**src/rtl/branch_compare_unit_pkg.sv**
```systemverilog
// Shared types and defaults for the branch compare unit.
//   brcmp_state_t        : FSM encoding (IDLE / CMP / DONE)
//   BRCMP_XLEN_DEFAULT   : default operand width
//   BRCMP_CHUNK_DEFAULT  : default bits compared per cycle
package branch_compare_unit_pkg;

  localparam int unsigned BRCMP_XLEN_DEFAULT  = 32;
  localparam int unsigned BRCMP_CHUNK_DEFAULT = 8;

  typedef enum logic [1:0] {
    BRCMP_IDLE = 2'd0,
    BRCMP_CMP  = 2'd1,
    BRCMP_DONE = 2'd2
  } brcmp_state_t;

endpackage

```
**src/rtl/branch_compare_unit_if.sv**
```systemverilog
// Request/response bundle between the hazard unit and the branch compare unit.
//   start_i / rs1_data_i / rs2_data_i / flush_i : requester -> comparator
//   ready_o / valid_o / BrEq_o / BrLT_o / BrLTU_o : comparator -> requester
// master: hazard/decode side, slave: branch_compare_unit.
interface branch_compare_unit_if
  import branch_compare_unit_pkg::*;
#(
  parameter int unsigned XLEN = BRCMP_XLEN_DEFAULT
);
  logic            start_i;
  logic [XLEN-1:0] rs1_data_i;
  logic [XLEN-1:0] rs2_data_i;
  logic            flush_i;
  logic            ready_o;
  logic            valid_o;
  logic            BrEq_o;
  logic            BrLT_o;
  logic            BrLTU_o;

  modport master (
    output start_i, rs1_data_i, rs2_data_i, flush_i,
    input  ready_o, valid_o, BrEq_o, BrLT_o, BrLTU_o
  );

  modport slave (
    input  start_i, rs1_data_i, rs2_data_i, flush_i,
    output ready_o, valid_o, BrEq_o, BrLT_o, BrLTU_o
  );
endinterface

```
**src/rtl/branch_compare_unit_chunk_cmp.sv**
```systemverilog
// Combinational W-bit slice comparator.
//   a, b   : operand slices
//   is_msb : slice holds the operand sign bit (enables signed resolution)
//   eq     : a == b
//   ltu    : a < b unsigned
//   lt     : a < b signed when is_msb, else equals ltu (higher slices equal)
module brcmp_chunk_cmp #(
  parameter int unsigned W = 8
) (
  input  logic [W-1:0] a,
  input  logic [W-1:0] b,
  input  logic         is_msb,
  output logic         eq,
  output logic         ltu,
  output logic         lt
);

  logic w_sign_diff;

  assign eq          = (a == b);
  assign ltu         = (a < b);
  assign w_sign_diff = is_msb && (a[W-1] != b[W-1]);
  // Differing signs: the negative operand (sign bit set) is the smaller one.
  assign lt          = w_sign_diff ? a[W-1] : ltu;

endmodule

```
**src/rtl/branch_compare_unit.sv**
```systemverilog
// Iterative BrEq/BrLT/BrLTU generator for the decode stage.
// Compares CHUNK bits per cycle, MSB chunk first, stopping at the first
// differing chunk; latency is variable and absorbed by a start/ready/valid
// handshake.
// Ports:
//   clk    : rising-edge clock
//   rst    : asynchronous active-high reset
//   io_bus : branch_compare_unit_if.slave (start/operands/flush in,
//            ready/valid/flags out; all outputs registered)
// Build option: BRCMP_SINGLE_CYCLE_EN compares the full words in one CMP
// cycle and drops the chunk index.
module branch_compare_unit
  import branch_compare_unit_pkg::*;
#(
  parameter int unsigned XLEN  = BRCMP_XLEN_DEFAULT,
  parameter int unsigned CHUNK = BRCMP_CHUNK_DEFAULT
) (
  input  logic                  clk,
  input  logic                  rst,
  branch_compare_unit_if.slave  io_bus
);

  brcmp_state_t    r_state, w_state_nxt;
  logic [XLEN-1:0] r_op_a, w_op_a_nxt;
  logic [XLEN-1:0] r_op_b, w_op_b_nxt;
  logic            r_ready, r_valid;
  logic            r_eq, w_eq_nxt;
  logic            r_lt, w_lt_nxt;
  logic            r_ltu, w_ltu_nxt;

  logic            w_cmp_eq, w_cmp_lt, w_cmp_ltu;
  logic            w_last;

`ifdef BRCMP_SINGLE_CYCLE_EN
  // Whole-word compare: every CMP cycle is final.
  brcmp_chunk_cmp #(.W(XLEN)) u_cmp (
    .a      (r_op_a),
    .b      (r_op_b),
    .is_msb (1'b1),
    .eq     (w_cmp_eq),
    .ltu    (w_cmp_ltu),
    .lt     (w_cmp_lt)
  );

  assign w_last = 1'b1;
`else
  localparam int unsigned NCHUNK = XLEN / CHUNK;
  localparam int unsigned IDXW   = (NCHUNK > 1) ? $clog2(NCHUNK) : 1;

  logic [IDXW-1:0]  r_idx, w_idx_nxt;
  logic [CHUNK-1:0] w_a_chunk, w_b_chunk;
  logic             w_is_msb;

  // Select chunk r_idx of each latched operand.
  assign w_a_chunk = CHUNK'(r_op_a >> (32'(r_idx) * CHUNK));
  assign w_b_chunk = CHUNK'(r_op_b >> (32'(r_idx) * CHUNK));
  assign w_is_msb  = (r_idx == IDXW'(NCHUNK - 1));
  assign w_last    = (r_idx == '0);

  brcmp_chunk_cmp #(.W(CHUNK)) u_cmp (
    .a      (w_a_chunk),
    .b      (w_b_chunk),
    .is_msb (w_is_msb),
    .eq     (w_cmp_eq),
    .ltu    (w_cmp_ltu),
    .lt     (w_cmp_lt)
  );
`endif

  // Next-state and datapath update.
  always_comb begin
    w_state_nxt = r_state;
    w_op_a_nxt  = r_op_a;
    w_op_b_nxt  = r_op_b;
    w_eq_nxt    = r_eq;
    w_lt_nxt    = r_lt;
    w_ltu_nxt   = r_ltu;
`ifndef BRCMP_SINGLE_CYCLE_EN
    w_idx_nxt   = r_idx;
`endif

    case (r_state)
      BRCMP_IDLE: begin
        if (io_bus.start_i && !io_bus.flush_i) begin
          w_op_a_nxt  = io_bus.rs1_data_i;
          w_op_b_nxt  = io_bus.rs2_data_i;
`ifndef BRCMP_SINGLE_CYCLE_EN
          w_idx_nxt   = IDXW'(NCHUNK - 1);
`endif
          w_state_nxt = BRCMP_CMP;
        end
      end
      BRCMP_CMP: begin
        // A differing chunk decides everything; equal LSB chunk means A == B,
        // in which case the comparator already reports eq=1, lt=0, ltu=0.
        if (!w_cmp_eq || w_last) begin
          w_eq_nxt    = w_cmp_eq;
          w_lt_nxt    = w_cmp_lt;
          w_ltu_nxt   = w_cmp_ltu;
          w_state_nxt = BRCMP_DONE;
        end
`ifndef BRCMP_SINGLE_CYCLE_EN
        else begin
          w_idx_nxt = r_idx - IDXW'(1);
        end
`endif
      end
      BRCMP_DONE: w_state_nxt = BRCMP_IDLE;
      default:    w_state_nxt = BRCMP_IDLE;
    endcase

    // Abort: drop to IDLE, keep the last published flags.
    if (io_bus.flush_i) begin
      w_state_nxt = BRCMP_IDLE;
      w_eq_nxt    = r_eq;
      w_lt_nxt    = r_lt;
      w_ltu_nxt   = r_ltu;
    end
  end

  // State, operand, flag and handshake registers.
  always_ff @(posedge clk or posedge rst) begin
    if (rst) begin
      r_state <= BRCMP_IDLE;
      r_op_a  <= '0;
      r_op_b  <= '0;
      r_ready <= 1'b1;
      r_valid <= 1'b0;
      r_eq    <= 1'b0;
      r_lt    <= 1'b0;
      r_ltu   <= 1'b0;
    end else begin
      r_state <= w_state_nxt;
      r_op_a  <= w_op_a_nxt;
      r_op_b  <= w_op_b_nxt;
      r_ready <= (w_state_nxt == BRCMP_IDLE);
      r_valid <= (w_state_nxt == BRCMP_DONE);
      r_eq    <= w_eq_nxt;
      r_lt    <= w_lt_nxt;
      r_ltu   <= w_ltu_nxt;
    end
  end

`ifndef BRCMP_SINGLE_CYCLE_EN
  // Chunk index register.
  always_ff @(posedge clk or posedge rst) begin
    if (rst) begin
      r_idx <= '0;
    end else begin
      r_idx <= w_idx_nxt;
    end
  end
`endif

  assign io_bus.ready_o = r_ready;
  assign io_bus.valid_o = r_valid;
  assign io_bus.BrEq_o  = r_eq;
  assign io_bus.BrLT_o  = r_lt;
  assign io_bus.BrLTU_o = r_ltu;

endmodule

```
**src/flat_wrapper.sv**
```systemverilog
// flat-port wrapper written by rule: the top's interface ports become plain ports
module branch_compare_unit_flat import branch_compare_unit_pkg::*;
#(
  parameter int unsigned XLEN  = BRCMP_XLEN_DEFAULT,
  parameter int unsigned CHUNK = BRCMP_CHUNK_DEFAULT
)
  (clk, rst, io_bus_start_i, io_bus_rs1_data_i, io_bus_rs2_data_i, io_bus_flush_i, io_bus_ready_o, io_bus_valid_o, io_bus_BrEq_o, io_bus_BrLT_o, io_bus_BrLTU_o);
  branch_compare_unit_if #(.XLEN(XLEN)) io_bus_i ();
  input  logic clk;
  input  logic rst;
  input wire logic [$bits(io_bus_i.start_i)-1:0] io_bus_start_i;
  input wire logic [$bits(io_bus_i.rs1_data_i)-1:0] io_bus_rs1_data_i;
  input wire logic [$bits(io_bus_i.rs2_data_i)-1:0] io_bus_rs2_data_i;
  input wire logic [$bits(io_bus_i.flush_i)-1:0] io_bus_flush_i;
  output wire logic [$bits(io_bus_i.ready_o)-1:0] io_bus_ready_o;
  output wire logic [$bits(io_bus_i.valid_o)-1:0] io_bus_valid_o;
  output wire logic [$bits(io_bus_i.BrEq_o)-1:0] io_bus_BrEq_o;
  output wire logic [$bits(io_bus_i.BrLT_o)-1:0] io_bus_BrLT_o;
  output wire logic [$bits(io_bus_i.BrLTU_o)-1:0] io_bus_BrLTU_o;
  assign io_bus_i.start_i = io_bus_start_i;
  assign io_bus_i.rs1_data_i = io_bus_rs1_data_i;
  assign io_bus_i.rs2_data_i = io_bus_rs2_data_i;
  assign io_bus_i.flush_i = io_bus_flush_i;
  assign io_bus_ready_o = io_bus_i.ready_o;
  assign io_bus_valid_o = io_bus_i.valid_o;
  assign io_bus_BrEq_o = io_bus_i.BrEq_o;
  assign io_bus_BrLT_o = io_bus_i.BrLT_o;
  assign io_bus_BrLTU_o = io_bus_i.BrLTU_o;
  branch_compare_unit #(.XLEN(XLEN), .CHUNK(CHUNK)) u_core (.clk(clk), .rst(rst), .io_bus(io_bus_i));
endmodule
```
**config.mk**
```make
export PLATFORM = sky130hd
export DESIGN_NAME = branch_compare_unit_flat
export DESIGN_NICKNAME = d
export VERILOG_FILES = /design/src/rtl/branch_compare_unit_pkg.sv /design/src/rtl/branch_compare_unit_if.sv /design/src/rtl/branch_compare_unit_chunk_cmp.sv /design/src/rtl/branch_compare_unit.sv /design/src/flat_wrapper.sv
export SDC_FILE = /design/constraint.sdc
export NUM_CORES = 1
export LEC_CHECK = 0
export ABC_AREA = 1
export BUFFER_PORTS_ARGS = -buffer_cell sky130_fd_sc_hd__buf_4
export CORE_MARGIN = 2
export CORE_UTILIZATION = 30
export DETAILED_ROUTE_END_ITERATION = 7
export GPL_ROUTABILITY_DRIVEN = 0
export SETUP_SLACK_MARGIN = 0.3
export SKIP_LAST_GASP = 1
export SLEW_MARGIN = 30
export SYNTH_ARGS = -nofsm -noshare
export SYNTH_HDL_FRONTEND = slang
export SYNTH_SLANG_ARGS = --single-unit
```
**constraint.sdc**
```tcl
create_clock -name clk -period 5.62 [get_ports clk]
set_input_delay 0.562 -clock clk [delete_from_list [all_inputs] [get_ports clk]]
set_output_delay 0.562 -clock clk [all_outputs]
set_load 0.02 [all_outputs]
```
==> impl_summary.log, run 1 <==
INFO  metric result_of_the_run = completed
INFO  metric r2r-start = u_core.r_idx[0]
INFO  metric clk_transition_reported_paths = approximately 0.050 ns
INFO  metric finalNonFillerCells = 529
INFO  metric mappedNetlistArea = roughly 0.0035 mm²
INFO  metric sequential_share_of_the_synthesized_area = 52.9%
INFO  metric power_per_cell_area = between 300 and 400 mW/mm²
INFO  metric syn_area_per_cell = 11.0 µm²
INFO  metric cts_root_buffer = sky130_fd_sc_hd__clkbuf_16
INFO  metric grt_start_max_net_pins = 74
INFO  metric tritoncts = done
INFO  metric synth_warnings = 0
INFO  metric final_antenna_net_count = 0
INFO  metric clock_skew = 0.00532 ns
INFO  metric die_area = 0.0124 mm²
INFO  metric drv_slew = 0
INFO  metric post-route-util = 38.7%
INFO  metric rows = 39
INFO  metric number_of_port_buffers = 72
INFO  metric worst-endpoint-arrival = about 3.4 ns
INFO  metric critical-path-top-cell-by-count = sky130_fd_sc_hd__nand2_1
INFO  metric grt_setup_unrepaired = false
INFO  metric tightest_slew = 0.948 ns
INFO  metric fillers = about 1,100
INFO  metric clkLatencyLatePin = about 0.32 ns
INFO  metric setup_tns = 0 ns
INFO  metric crit_path_start_kind = flip-flop
INFO  metric groute.usage.overall = 12.8%
INFO  metric number_of_design_rule_violations_left_by_the_first_detailed_router_iteration = 156
INFO  metric placedCellCount = just over 500
INFO  metric drc_errors = 0
INFO  metric post_cts_buffers = 0
INFO  metric worstPathMaxFanout = 36
INFO  metric static-leakage-power = 2.04 nW
INFO  metric first_pass_grt_wire_length = 12,600 µm
INFO  metric cts_sinks = 73
INFO  metric critical_path_buf_inv_count = 1
INFO  metric cts_buffer_depth = 2
INFO  metric synth.distinct_cells = 22
INFO  metric initial_utilization = around 31%
INFO  metric antenna_cells = 0
INFO  metric placedInstanceArea = 0.00407 mm²
INFO  metric worst_slew_margin_rel = between 30% and 40%
INFO  metric dp_hpwl = 5470 µm
INFO  metric worst_hold_path_type = primary input to asynchronous set/reset pin
INFO  metric postLayoutCellArea = around 0.0044 mm²
INFO  metric ios = 73
INFO  metric setup_viol = 0
INFO  metric holdBufCountCts = 0
INFO  metric dr.pass1.iters = 4
INFO  metric post_route_cells_drive_above_1_share = 24.4%
INFO  metric finalWirelength = 7690 µm
INFO  metric postSynthCellCount = 313
INFO  metric netlist.area_leader.share = between 50% and 60%
INFO  metric critical_path.cell_chain = inv_1 > nand2_1 > a32o_1 > ha_1 > nand2_1 > nor2_1 > nand3_1 > nand2_1 > nor2_1 > nand2_1 > nand2_1
INFO  metric startpoint = u_core.r_idx[0]
INFO  metric synth.top_cells.by_area = sky130_fd_sc_hd__dfrtp_1, sky130_fd_sc_hd__mux2_1, sky130_fd_sc_hd__nand2_1
INFO  metric cts_buffers = 9
INFO  metric die_height = 111 µm
INFO  metric peakVddDrop = about 0.13 mV
INFO  metric fin_crit_sh = 55.9%
INFO  metric synth_area_leader_cell = sky130_fd_sc_hd__dfrtp_1
INFO  metric num-nets-final = 459
INFO  metric cts_resized = 0
INFO  metric setup.worst_path.end_class = flip-flop
INFO  metric detailroute.via_count = 2,440
INFO  metric cap_viol_max_count = 0
INFO  metric die_width = 111 µm
INFO  metric layout-area-overhead-vs-synth = 26.8%
INFO  metric crit_required = 5.83 ns
INFO  metric final_period_minus_worst_setup_slack = 3.14 ns
INFO  metric synth-seq-cells = 73
INFO  metric post-layout-total-power = 1.61 mW
INFO  metric placeableCoreArea = 0.0113 mm²
INFO  metric number_of_global_route_vias_before_repair = 2,422
INFO  metric overflow = 0
INFO  metric worstSetupPathType = flip-flop to flip-flop
INFO  metric route.detailed.wl_per_inst = around 15 µm
INFO  metric avgViaCountPerCell = about 4.6
INFO  metric critical_path.max_stage_delay = 0.78 ns
INFO  metric report.final.hold_viol_count = 0
INFO  metric syn-num-nets = between 300 and 400
INFO  metric cts_max_level = 3
INFO  metric grt_antenna_before_repair = 0
INFO  metric max_clock_freq = 318 MHz
INFO  metric critical-path-top-delay-family = simple AND/OR/NAND/NOR gates
INFO  metric crit_path_top_delay_cell = sky130_fd_sc_hd__inv_1
==> Yosys cell counts <==
master / count
sky130_fd_sc_hd__o21ai_2: 1
sky130_fd_sc_hd__nand3_1: 4
sky130_fd_sc_hd__inv_1: 16
sky130_fd_sc_hd__o22ai_1: 7
sky130_fd_sc_hd__nand3_4: 1
sky130_fd_sc_hd__a21o_1: 1
sky130_fd_sc_hd__dfrtp_1: 72
sky130_fd_sc_hd__o211ai_1: 1
sky130_fd_sc_hd__buf_6: 6
sky130_fd_sc_hd__nor2_1: 28
sky130_fd_sc_hd__ha_1: 10
sky130_fd_sc_hd__dfstp_2: 1
sky130_fd_sc_hd__a32o_1: 7
sky130_fd_sc_hd__nor2_2: 1
sky130_fd_sc_hd__and2_1: 1
sky130_fd_sc_hd__mux2_1: 59
sky130_fd_sc_hd__a21oi_1: 16
sky130_fd_sc_hd__o21ai_0: 20
sky130_fd_sc_hd__nand2_1: 49
sky130_fd_sc_hd__clkbuf_1: 5
sky130_fd_sc_hd__inv_2: 1
sky130_fd_sc_hd__buf_2: 6
==> cell usage in the layout (no fill, tap or decap), drive strengths merged <==
cell type  count
a21o           1
a21oi         16
a32o           7
and2           1
buf           74
bufinv         1
clkbuf        13
clkinv         2
dfrtp         72
dfstp          1
ha            10
inv           17
mux2          59
nand2         49
nand3          5
nor2          29
o211ai         1
o21ai         21
o22ai          7
==> final timing paths <==
| kind | end | slack, ns | cells past startpoint |
|---|---|---|---|
| max | u_core.io_bus.BrLT_o | 2.48 | 11 |
| max reg2reg | u_core.io_bus.BrLT_o | 2.48 | 11 |
| min in group clk | u_core.r_op_b[25] | 0.44 | 2 |
| min reg2reg | u_core.r_op_a[28] | 0.49 | 1 |
| min | u_core.r_op_b[11] | 0.40 | 3 |
| max in group asynchronous | u_core.r_idx[0] | 4.73 | 3 |
==> logic make-up (layout without fill, tap and decap cells) <==
group                    count (synthesis)  count (layout)  synth area share (%)
AND/OR/NAND/NOR                         84              84                  9.82
adder cells (fa/ha/maj)                 10              10                  3.62
buffers and inverters                   34             107                  5.22
AO/OA/AOI/OAI                           53              53                  9.20
flip-flops                              73              73                  52.9
multiplexers                            59              59                  19.2
==> layer usage <==
layer / share of wire (%) / routed length, µm / vias to the layer above / global-route usage, %
li1: - / - / 1205 / -
met1: 47 / 3650 / 1164 / 17.7
met2: 46 / 3510 / 69 / 19.5
met3: 6.4 / 491 / 2 / 4.70
met4: 0.47 / 36 / 0 / 2.96
met5: 0 / 0 / - / 0
==> per-stage QoR <==
stage | hold WS [ns] | worst slack (ns)
floorplan | 0.459 | 3.21
global placement | 0.475 | 2.30
detailed placement | 0.481 | 2.13
CTS | 0.433 | 2.12
global route | 0.438 | 2.25
finish | 0.403 | 2.48
==> power by group <==
group | switching [mW] | leakage [nW] | internal [mW]
clock | 0.197 | 0.144 | 0.354
sequential | 0.0691 | 0.860 | 0.621
combinational | 0.190 | 1.04 | 0.176
total | 0.456 | 2.04 | 1.15
==> registers in the layout, indices dropped and copies added, names as in the netlist <==
register               count
u_core.r_op_a             32
u_core.r_op_b             32
u_core.r_idx               2
u_core.r_state             2
u_core.io_bus.BrEq_o       1
u_core.io_bus.BrLTU_o      1
u_core.io_bus.BrLT_o       1
u_core.io_bus.ready_o      1
u_core.io_bus.valid_o      1
==> tightest hold or removal path, stage by stage <==
cell and delay [ns]:
sky130_fd_sc_hd__buf_4 0.11, sky130_fd_sc_hd__inv_2 0.04, sky130_fd_sc_hd__buf_6 0.48
==> layout make-up <==
class                      count  area, µm²  share of cell area (%)
tap                          143        179                    4.08
timing repair buffer          74        572                    13.1
inverter                      17       63.8                    1.46
clock inverter                 3       40.0                   0.914
sequential                    73       1830                    41.8
multi-input combinational    206       1450                    33.0
clock buffer                  13        250                    5.71
Note: power is estimated with default switching activity, not from simulation.
==> inputs of run 2 (changes only) <==
clock period = 3.25 ns   (was 5.62 ns; I/O delays follow)
==> impl_summary.log, run 2 (same netlist as run 1, synthesis figures left out) <==
INFO  metric result_of_the_run = completed
INFO  metric placedCellCount = 515
INFO  metric num-nets-final = 461
INFO  metric tritoncts = done
INFO  metric number_of_port_buffers = 72
INFO  metric critical_path.cell_chain = inv_2 > a21oi_1 > a32o_1 > ha_1 > nand2_1 > nor2_1 > nand3_1 > nand2_1 > nor2_1 > nand2_1 > nand2_1
INFO  metric die_width = 111 µm
INFO  metric r2r-start = u_core.r_idx[1]
INFO  metric overflow = 0
INFO  metric setup_tns = 0 ns
INFO  metric grt_antenna_before_repair = 0
INFO  metric post_route_cells_drive_above_1_share = 25.3%
INFO  metric max_clock_freq = 403 MHz
INFO  metric static-leakage-power = 2.06 nW
INFO  metric dp_hpwl = 5550 µm
INFO  metric tightest_slew = 0.772 ns
INFO  metric holdBufCountCts = 0
INFO  metric finalNonFillerCells = 531
INFO  metric most-common-layout-cells = sky130_fd_sc_hd__buf_4, sky130_fd_sc_hd__dfrtp_1, sky130_fd_sc_hd__mux2_1
INFO  metric setup_viol = 0
INFO  metric antenna_cells = 0
INFO  metric finalWirelength = 7660 µm
INFO  metric power_per_cell_area = approximately 650 mW/mm²
INFO  metric final_antenna_net_count = 0
INFO  metric die_area = 0.0124 mm²
INFO  metric post_cts_buffers = 0
INFO  metric peakVddDrop = 0.299 mV
INFO  metric cts_max_level = 3
INFO  metric critical-path-top-delay-family = simple AND/OR/NAND/NOR gates
INFO  metric die_height = 111 µm
INFO  metric first_pass_grt_wire_length = between 10,000 and 15,000 µm
INFO  metric rows = 39
INFO  metric power.clock.fraction = 37.0%
INFO  metric cts_root_buffer = sky130_fd_sc_hd__clkbuf_16
INFO  metric layout-area-overhead-vs-synth = 28.3%
INFO  metric worst_hold_path_type = primary input to asynchronous set/reset pin
INFO  metric cts_sinks = 73
INFO  metric regToRegSetupSlack = between 0.7 and 0.8 ns
INFO  metric initial_utilization = between 30% and 40%
INFO  metric drc_errors = 0
INFO  metric clkLatencyLatePin = around 0.33 ns
INFO  metric groute.usage.overall = a little over an eighth
INFO  metric power_frac_seq = approximately two fifths
INFO  metric placeableCoreArea = between 0.01 and 0.015 mm²
INFO  metric crit_path_start_kind = flip-flop
INFO  metric avgViaCountPerCell = roughly 4.6
INFO  metric fin_crit_sh = 76.4%
INFO  metric worstPathMaxFanout = 25
INFO  metric switchingPower = 822 µW
INFO  metric grt_start_max_net_pins = 62
INFO  metric detailroute.via_count = between 2,000 and 2,500
INFO  metric grt_setup_unrepaired = false
INFO  metric worst_slew_margin_rel = 48.5%
INFO  metric ios = 73
INFO  metric p_int = 2.07 mW
INFO  metric final_period_minus_worst_setup_slack = about 2.5 ns
INFO  metric worst-endpoint-arrival = between 2 and 3 ns
INFO  metric worstSetupPathType = flip-flop to flip-flop
INFO  metric critical_path_buf_inv_count = 1
INFO  metric cap_viol_max_count = 0
INFO  metric crit-reg2reg-capture = u_core.io_bus.BrLT_o
INFO  metric clk_transition_reported_paths = about 0.060 ns
INFO  metric post-layout-total-power = 2.90 mW
INFO  metric cts_buffers = 9
INFO  metric clock_skew = 0.00338 ns
INFO  metric combinationalPowerShare = 22.7%
INFO  metric cts_resized = 0
INFO  metric number_of_global_route_vias_before_repair = 2,563
INFO  metric dr.pass1.iters = 4
INFO  metric number_of_design_rule_violations_left_by_the_first_detailed_router_iteration = 86
INFO  metric critical-path-top-cell-by-count = sky130_fd_sc_hd__nand2_1
INFO  metric critical_path.max_stage_delay = 0.50 ns
INFO  metric cts_buffer_depth = 2
INFO  metric crit_path_top_delay_cell = sky130_fd_sc_hd__dfrtp_1
INFO  metric report.final.hold_viol_count = 0
INFO  metric crit_required = 3.47 ns
INFO  metric route.detailed.wl_per_inst = between 10 and 15 µm
INFO  metric most_common_cell_after_layout_fill_and_taps_aside = sky130_fd_sc_hd__buf_4
INFO  metric largest_registers = u_core.r_op_a: 32 flops, u_core.r_op_b: 32 flops
INFO  metric setup.worst_path.end_class = flip-flop
INFO  metric rr_worst_depth = 11
INFO  metric netSwitchingFraction = 28.4%
INFO  metric drv_slew = 0
[run 2: worst max path at each step]
| stage | startpoint | endpoint | slack, ns | depth (start not counted) |
|---|---|---|---|---|
| floorplan | rst | u_core.io_bus.BrEq_o | 1.07 | 1 |
| global placement | u_core.r_idx[1] | u_core.io_bus.BrLT_o | 0.83 | 11 |
| detailed placement | u_core.r_idx[1] | u_core.io_bus.BrLT_o | 0.76 | 11 |
| CTS | u_core.r_idx[1] | u_core.io_bus.BrLT_o | 0.75 | 11 |
| global route | u_core.r_idx[0] | u_core.io_bus.BrLT_o | 0.44 | 12 |
| finish | u_core.r_idx[1] | u_core.io_bus.BrLT_o | 0.77 | 11 |
[run 2: cell type report]
cell class	instances	area, µm²
Fill cell	1114	6890
Sequential cell	73	1830
Multi-Input combinational cell	206	1450
Timing Repair Buffer	76	583
Clock buffer	10	239
Tap cell	143	179
Clock inverter	6	91.3
Inverter	17	63.8
[run 2: power groups by stage]
stage,registers [mW],clock network [mW],logic (mW)
after CTS,1.17,1.10,0.670
after global routing,1.19,1.14,0.756
after detailed placement,1.19,0,0.664
after floorplan,1.16,0,0.460
final,1.17,1.07,0.657
after global placement,1.18,0,0.648
[run 2: layer usage]
metal  wire length [µm]  vias up  GRT usage (%)
met4                116        0           4.94
met5                  0        -              0
met3                421        8           4.16
met2               3530       60           20.3
met1               3590     1174           17.2
li1                   -     1210              -
[run 2: stage by stage]
step	worst slack [ns]	utilization [%]	cell area [µm²]	hold slack [ns]
final	0.768	39.1	4430	0.0750
after global routing	0.437	39.1	4430	0.125
after CTS	0.746	39.1	4430	0.0905
after detailed placement	0.757	36.2	4100	0.447
after floorplan	1.07	-	3450	0.457
after global placement	0.830	36.2	4100	0.438
[run 2: worst register-to-register path: stages, from the launching register on]
cell and delay (ns):
sky130_fd_sc_hd__dfrtp_1 0.50, sky130_fd_sc_hd__inv_2 0.37, sky130_fd_sc_hd__a21oi_1 0.08, sky130_fd_sc_hd__a32o_1 0.22, sky130_fd_sc_hd__ha_1 0.33, sky130_fd_sc_hd__nand2_1 0.08
sky130_fd_sc_hd__nor2_1 0.19, sky130_fd_sc_hd__nand3_1 0.17, sky130_fd_sc_hd__nand2_1 0.23, sky130_fd_sc_hd__nor2_1 0.08, sky130_fd_sc_hd__nand2_1 0.07, sky130_fd_sc_hd__nand2_1 0.04
